## src/rtl/mem_bus_arbiter.sv

```systemverilog
// Two-port round-robin arbiter sequencing fixed-latency reads/writes onto one memory port.
// Optional ARB_LOCK_EN adds lock0/lock1 so an owner can hold the bus across back-to-back accesses.
module mem_bus_arbiter #(
  parameter int ADDR_W  = 5,
  parameter int DATA_W  = 8,
  parameter int MEM_LAT = 2
) (
  input  logic              clk,
  input  logic              reset,
  input  logic              req0,
  input  logic              we0,
  input  logic [ADDR_W-1:0] addr0,
  input  logic [DATA_W-1:0] wdata0,
  output logic              gnt0,
  output logic              done0,
  input  logic              req1,
  input  logic              we1,
  input  logic [ADDR_W-1:0] addr1,
  input  logic [DATA_W-1:0] wdata1,
  output logic              gnt1,
  output logic              done1,
`ifdef ARB_LOCK_EN
  input  logic              lock0,
  input  logic              lock1,
`endif
  output logic [DATA_W-1:0] rdata,
  output logic              READ,
  output logic              WRITE,
  output logic [ADDR_W-1:0] MEM_ADDR,
  output logic [DATA_W-1:0] MEM_DATA_OUT,
  output logic              DOUT_EN,
  input  logic [DATA_W-1:0] mem_data_in
);

  typedef enum logic [1:0] {IDLE, ACCESS, RESP} state_t;

  typedef struct packed {
    logic              req;
    logic              we;
    logic [ADDR_W-1:0] addr;
    logic [DATA_W-1:0] wdata;
  } port_req_t;

  localparam logic [3:0] LAST = 4'(MEM_LAT - 1);

  state_t          state;
  port_req_t [1:0] preq;
  logic [3:0]      cnt;
  logic            owner, last_owner, sel;
`ifdef ARB_LOCK_EN
  logic            lock_r;
`endif

  assign preq[0] = '{req: req0, we: we0, addr: addr0, wdata: wdata0};
  assign preq[1] = '{req: req1, we: we1, addr: addr1, wdata: wdata1};

  // On a tie the port that did not own the bus last wins.
  always_comb begin
    sel = preq[0].req ? (preq[1].req & ~last_owner) : 1'b1;
`ifdef ARB_LOCK_EN
    if (lock_r && preq[owner].req) sel = owner;
`endif
  end

  always_ff @(posedge clk) begin
    if (!reset) begin
      state        <= IDLE;
      cnt          <= '0;
      owner        <= 1'b0;
      last_owner   <= 1'b1;
      gnt0         <= 1'b0;
      gnt1         <= 1'b0;
      done0        <= 1'b0;
      done1        <= 1'b0;
      rdata        <= '0;
      READ         <= 1'b0;
      WRITE        <= 1'b0;
      DOUT_EN      <= 1'b0;
      MEM_ADDR     <= '0;
      MEM_DATA_OUT <= '0;
`ifdef ARB_LOCK_EN
      lock_r       <= 1'b0;
`endif
    end else begin
      done0 <= 1'b0;
      done1 <= 1'b0;
      case (state)
        IDLE: begin
          gnt0 <= 1'b0;
          gnt1 <= 1'b0;
`ifdef ARB_LOCK_EN
          lock_r <= lock_r & preq[owner].req;
`endif
          if (req0 || req1) begin
            owner        <= sel;
            gnt0         <= ~sel;
            gnt1         <= sel;
            MEM_ADDR     <= preq[sel].addr;
            MEM_DATA_OUT <= preq[sel].wdata;
            READ         <= ~preq[sel].we;
            WRITE        <= preq[sel].we;
            DOUT_EN      <= preq[sel].we;
            cnt          <= '0;
            state        <= ACCESS;
          end
        end
        ACCESS: begin
          cnt <= cnt + 4'd1;
          if (cnt == LAST) begin
            if (READ) rdata <= mem_data_in;
            READ    <= 1'b0;
            WRITE   <= 1'b0;
            DOUT_EN <= 1'b0;
            done0   <= ~owner;
            done1   <= owner;
            state   <= RESP;
          end
        end
        RESP: begin
          gnt0  <= 1'b0;
          gnt1  <= 1'b0;
          state <= IDLE;
`ifdef ARB_LOCK_EN
          lock_r <= owner ? lock1 : lock0;
          if (!(owner ? lock1 : lock0)) last_owner <= owner;
`else
          last_owner <= owner;
`endif
        end
        default: state <= IDLE;
      endcase
    end
  end

endmodule

```

## config.mk

```make
export PLATFORM = sky130hd
export DESIGN_NAME = mem_bus_arbiter
export DESIGN_NICKNAME = d
export VERILOG_FILES = /design/src/rtl/mem_bus_arbiter.sv
export SDC_FILE = /design/constraint.sdc
export NUM_CORES = 1
export LEC_CHECK = 0
export CAP_MARGIN = 30
export CORE_MARGIN = 2
export CORE_UTILIZATION = 45
export CTS_BUF_LIST = sky130_fd_sc_hd__clkbuf_4 sky130_fd_sc_hd__clkbuf_8 sky130_fd_sc_hd__clkbuf_16
export CTS_CLUSTER_DIAMETER = 150
export DETAILED_ROUTE_END_ITERATION = 16
export PLACE_DENSITY = 0.87
export SKIP_CTS_REPAIR_TIMING = 1
export SYNTH_ARGS = -nofsm -noshare
export SYNTH_HDL_FRONTEND = slang
export SYNTH_SLANG_ARGS = --single-unit
```

## constraint.sdc

```tcl
create_clock -name clk -period 2.34 [get_ports clk]
set_clock_uncertainty 0.15 [all_clocks]
set_input_delay 0.468 -clock clk [delete_from_list [all_inputs] [get_ports clk]]
set_output_delay 0.468 -clock clk [all_outputs]
set_load 0.01 [all_outputs]
```

### Yosys cells after proc, flatten, opt, wreduce, memory -nomap -nowiden

Cells that the tools add are included.

| operators by class | value |
|---|---|
| add/sub/neg operators | 1 |
| $lt $le $gt $ge | 1 |
| eq/ne operators | 5 |
| multiplexer cells | 17 |
| bitwise gates (word level) | 5 |
| reductions and logical operators | 10 |

Operators by type and width:

| cell | count |
|---|---|
| $mux 14 | 2 |
| $reduce_and 3->1 | 3 |
| $pmux 1 s2 | 4 |
| $pmux 4 s2 | 1 |
| $mux 1 | 6 |
| $reduce_and 2->1 | 3 |
| $add 4x1->4 const B | 1 |
| $eq 4x1->1 const B | 1 |
| $mux 2 | 2 |
| $mux 4 | 1 |
| $ne 2x2->1 const B | 2 |
| $not 1->1 | 4 |
| $pmux 2 s2 | 1 |
| $reduce_bool 2->1 | 2 |
| $eq 2x1->1 const B | 1 |
| $eq 2x2->1 const B | 1 |
| $logic_not 2->1 | 1 |
| $lt 1x2->1 const B | 1 |
| $and 1x1->1 | 1 |
| $logic_or 1x1->1 | 1 |

| word-level totals | value |
|---|---|
| bits in registers | 35 |
| input bits | 40 |
| output and inout port bits | 28 |

### Depth between registers and ports, before layout

| logic depth | value |
|---|---|
| depth in word-level cells | 8 |
| gate-level depth with buffers | 8 |

### Worst setup path after synthesis

OpenSTA, ideal clock, no wires.

| path | value |
|---|---|
| path kind | register to register |
| start | register cnt[1] |
| end | register rdata[2] |
| arrival | 1.274 ns |
| required time | 2.077 ns |
| path slack | 0.803 ns |
| stages on the path, launching flop included | 9 |
| path buffers | 2 |
| cells stage by stage | dfxtp_1 -> inv_1 -> ha_1 -> nor3b_2 -> and4_1 -> buf_6 -> buf_8 -> nand3_2 -> o21ai_2 |

| on the way | value |
|---|---|
| cells in the longest elaborated chain, start to end | 2 |

RTL lines:

| element | line | text |
|---|---|---|
| start: declaration | 48 | `logic [3:0] cnt;` |
| start signal: assignment | 108 | `cnt <= cnt + 4'd1;` |
| $eq 4x1->1 | 109 | `if (cnt == LAST) begin` |
| $reduce_and 3->1 (no source line) | -- |  |
| end signal: assignment | 110 | `if (READ) rdata <= mem_data_in;` |
| end: declaration | 26 | `output logic [DATA_W-1:0] rdata,` |

No other way between the ends.
A chain may end at the register's enable or synchronous reset.

### Worst setup path in the final report

| path | value |
|---|---|
| start | register DOUT_EN |
| end | output DOUT_EN |

RTL lines:

| element | line | text |
|---|---|---|
| start: declaration | 31 | `output logic DOUT_EN,` |
| start signal: assignment | 102 | `DOUT_EN <= preq[sel].we;` |

No word-level cell between the ends.

==> results.sh <==
export IMPL_status="complete, no violations"
export IMPL_slowest_delay_ps=550
export IMPL_cts_tree="built"
export IMPL_cp_cell_sequence="clkdlybuf4s50_1"
export IMPL_criticalPathCategory="flip-flop to output port"
export IMPL_cts_sinks=35
export IMPL_synth_seq_cells=35
export IMPL_die_area_um2=3945
export IMPL_tns_ps=0
export IMPL_drt_total_wl_mm=3.246
export IMPL_gp_congestion=0.7756
export IMPL_grt_usage=0.1786
export IMPL_seqCellArea_um2=700.7
export IMPL_ir_drop_v=0.0002981
export IMPL_vias=1356
export IMPL_finalCritPeriodShare=0.8012
export IMPL_insertion_delay_ps=330
export IMPL_coreArea_um2=3337
export IMPL_area_delta_synth_final_pct=50.24
export IMPL_drv_slew=0
export IMPL_start_util=0.4664
export IMPL_first_global_vias=1299
export IMPL_power_leakage_nw=0.8952
export IMPL_cap_violations=0
export IMPL_required_ps=1720
export IMPL_htree_levels=2
export IMPL_synth_warnings=0
export IMPL_power_total_mw=1.345
export IMPL_post_route_min_period_ps=1875
export IMPL_final_cell_mix="clkdlybuf4s50_1, dfxtp_1, o21ai_0"
export IMPL_setup_viol_count_final=0
export IMPL_path_max_fanout=3
export IMPL_cellPowerDensity_nw_per_um2=575.0
export IMPL_seq_area_frac_synth=0.4502
export IMPL_dpl_worst_slack_ps=233.2
export IMPL_die_w_um=62.81
export IMPL_max_slew_margin_rel=0.7753
export IMPL_timing_hold_ws_ps=302.8
export IMPL_worstMarginPinSlew_ps=336.6
export IMPL_worstSetupEndpointType="output port"
export IMPL_gr_total_overflow=0
export IMPL_cp_arrival_ps=1260
export IMPL_synth_net_count=202
export IMPL_syn_mean_instance_area_um2=9.728
export IMPL_antenna_found_initial=0
export IMPL_drive_gt1_frac=0.1454
export IMPL_startpoint_type="flip-flop"
export IMPL_final_hold_viol_count=0
export IMPL_nNetsFinal=268
export IMPL_clockRootBuffer="clkbuf_4"
export IMPL_slowest_stage="clkdlybuf4s50_1"
export IMPL_drt_first_pass_iters=4
export IMPL_grt_pass1_wl_mm=5.637
export IMPL_io_buffers=67
export IMPL_syn_area_um2=1556
export IMPL_numCtsBuffers=5
export IMPL_path_clk_slew_ps=100
export IMPL_grt_max_degree=44
export IMPL_min_path_type="flip-flop to flip-flop"
export IMPL_mostFrequentLayoutCell="clkdlybuf4s50_1"
export IMPL_rows=21
export IMPL_multiInputGateArea_um2=750.7
export IMPL_synth_cells=160
export IMPL_fmax_ghz=0.5334
export IMPL_fill_cells=258
export IMPL_cp_buffers_inverters=1
export IMPL_fp_dieH_um=62.81
export IMPL_post_drt_wl_per_cell_um=11.89
export IMPL_crit_family="buffers and inverters"
export IMPL_drtAntennaViolNets=0
export IMPL_vias_per_cell=4.967
export IMPL_drc=0
export IMPL_drtIter0Drc=43
export IMPL_synth_cell_type_count=42
export IMPL_hpwl_mm=2.399
export IMPL_io_pins=68
export IMPL_rsz0062_at_grt="no"
export IMPL_cts_path_max_buffers=2
export IMPL_setup_slack_ps=465.2
export IMPL_diodes=0
## power by group
group | internal (mW) | switching (mW) | total (mW)
clock network | 0.188 | 0.187 | 0.375
logic | 0.180 | 0.126 | 0.306
registers | 0.636 | 0.0274 | 0.663
## synthesized netlist by cell type (all sizes together)
master,instances,area [um2]
nor3,1,16.27
and2,2,12.51
o22ai,3,18.77
dfxtp,35,700.7
a21oi,14,107.6
o21ai,25,143.9
and4,1,8.760
o221a,1,11.26
nor3b,1,12.51
nand3,9,55.05
nand2,13,48.80
clkbuf,5,22.52
nor2b,3,18.77
o211ai,1,7.510
inv,3,11.26
nand2b,1,6.260
a31oi,1,6.260
o21a,1,7.510
nand4,1,6.260
a22oi,1,7.510
a21boi,2,15.02
mux2,1,11.26
nor2,5,18.77
and3,2,12.51
ha,2,25.02
buf,8,71.31
and2b,1,7.510
o211a,1,10.01
o31ai,1,7.510
nand3b,1,7.510
mux2i,14,140.1
## final cells by class
type | count | share of cell area
multi-input cells | 109 | 0.3210
well taps | 46 | 0.02461
inverters | 3 | 0.004815
repair buffers | 72 | 0.3189
flip-flops and latches | 35 | 0.2996
clock buffers | 8 | 0.03103
## metal layers
| layer | track usage | vias to the layer above | share of wire |
|---|---|---|---|
| met5 | 0 | - | 0 |
| met4 | 0.06111 | 0 | 0.0071 |
| met3 | 0.07387 | 4 | 0.070 |
| met2 | 0.3105 | 47 | 0.49 |
| met1 | 0.1955 | 607 | 0.43 |
| li1 | - | 698 | - |
## worst register-to-register path: stages (launching register included)
cell and delay, ps:
dfxtp_1 430, ha_1 170, nor3b_2 210, and4_1 210, buf_4 210, nand3_1 100, o21ai_0 80
## flip-flops by register name (all words and copies together), names as in the netlist
signal,count
state,2
done1,1
owner,1
last_owner,1
DOUT_EN,1
rdata,8
MEM_DATA_OUT,8
cnt,4
gnt0,1
READ,1
gnt1,1
MEM_ADDR,5
done0,1
## final timing paths
check / to / depth (start not counted) / slack (ps) / startpoint
worst max register to register: rdata[4]$_SDFFE_PN0P_ / 6 / 700 / cnt[0]$_SDFFE_PN0P_
worst max-delay path: DOUT_EN / 1 / 470 / DOUT_EN$_SDFFE_PN0P_
worst min register to register: rdata[0]$_SDFFE_PN0P_ / 2 / 300 / rdata[0]$_SDFFE_PN0P_
worst min-delay path: rdata[0]$_SDFFE_PN0P_ / 2 / 300 / rdata[0]$_SDFFE_PN0P_
## cell families (layout without fill, tap and decap cells)
| family | after synthesis | after routing | synth area share |
|---|---|---|---|
| AOI/OAI and AO/OA | 51 | 51 | 0.2203 |
| DFF | 35 | 35 | 0.4502 |
| adders and majority gates | 2 | 2 | 0.01607 |
| muxes | 15 | 15 | 0.09726 |
| buffers and inverters | 16 | 83 | 0.06752 |
| and+or+nand+nor | 41 | 41 | 0.1487 |
## metrics by stage
| step | util | cells | area (um2) |
|---|---|---|---|
| floorplan | - | 160 | 1556 |
| global placement | 0.6790 | 265 | 2266 |
| detailed placement | 0.6790 | 265 | 2266 |
| CTS | 0.7008 | 273 | 2338 |
| global route | 0.7008 | 273 | 2338 |
| finish | 0.7008 | 273 | 2338 |
Note: power is estimated with default switching activity, not from simulation.
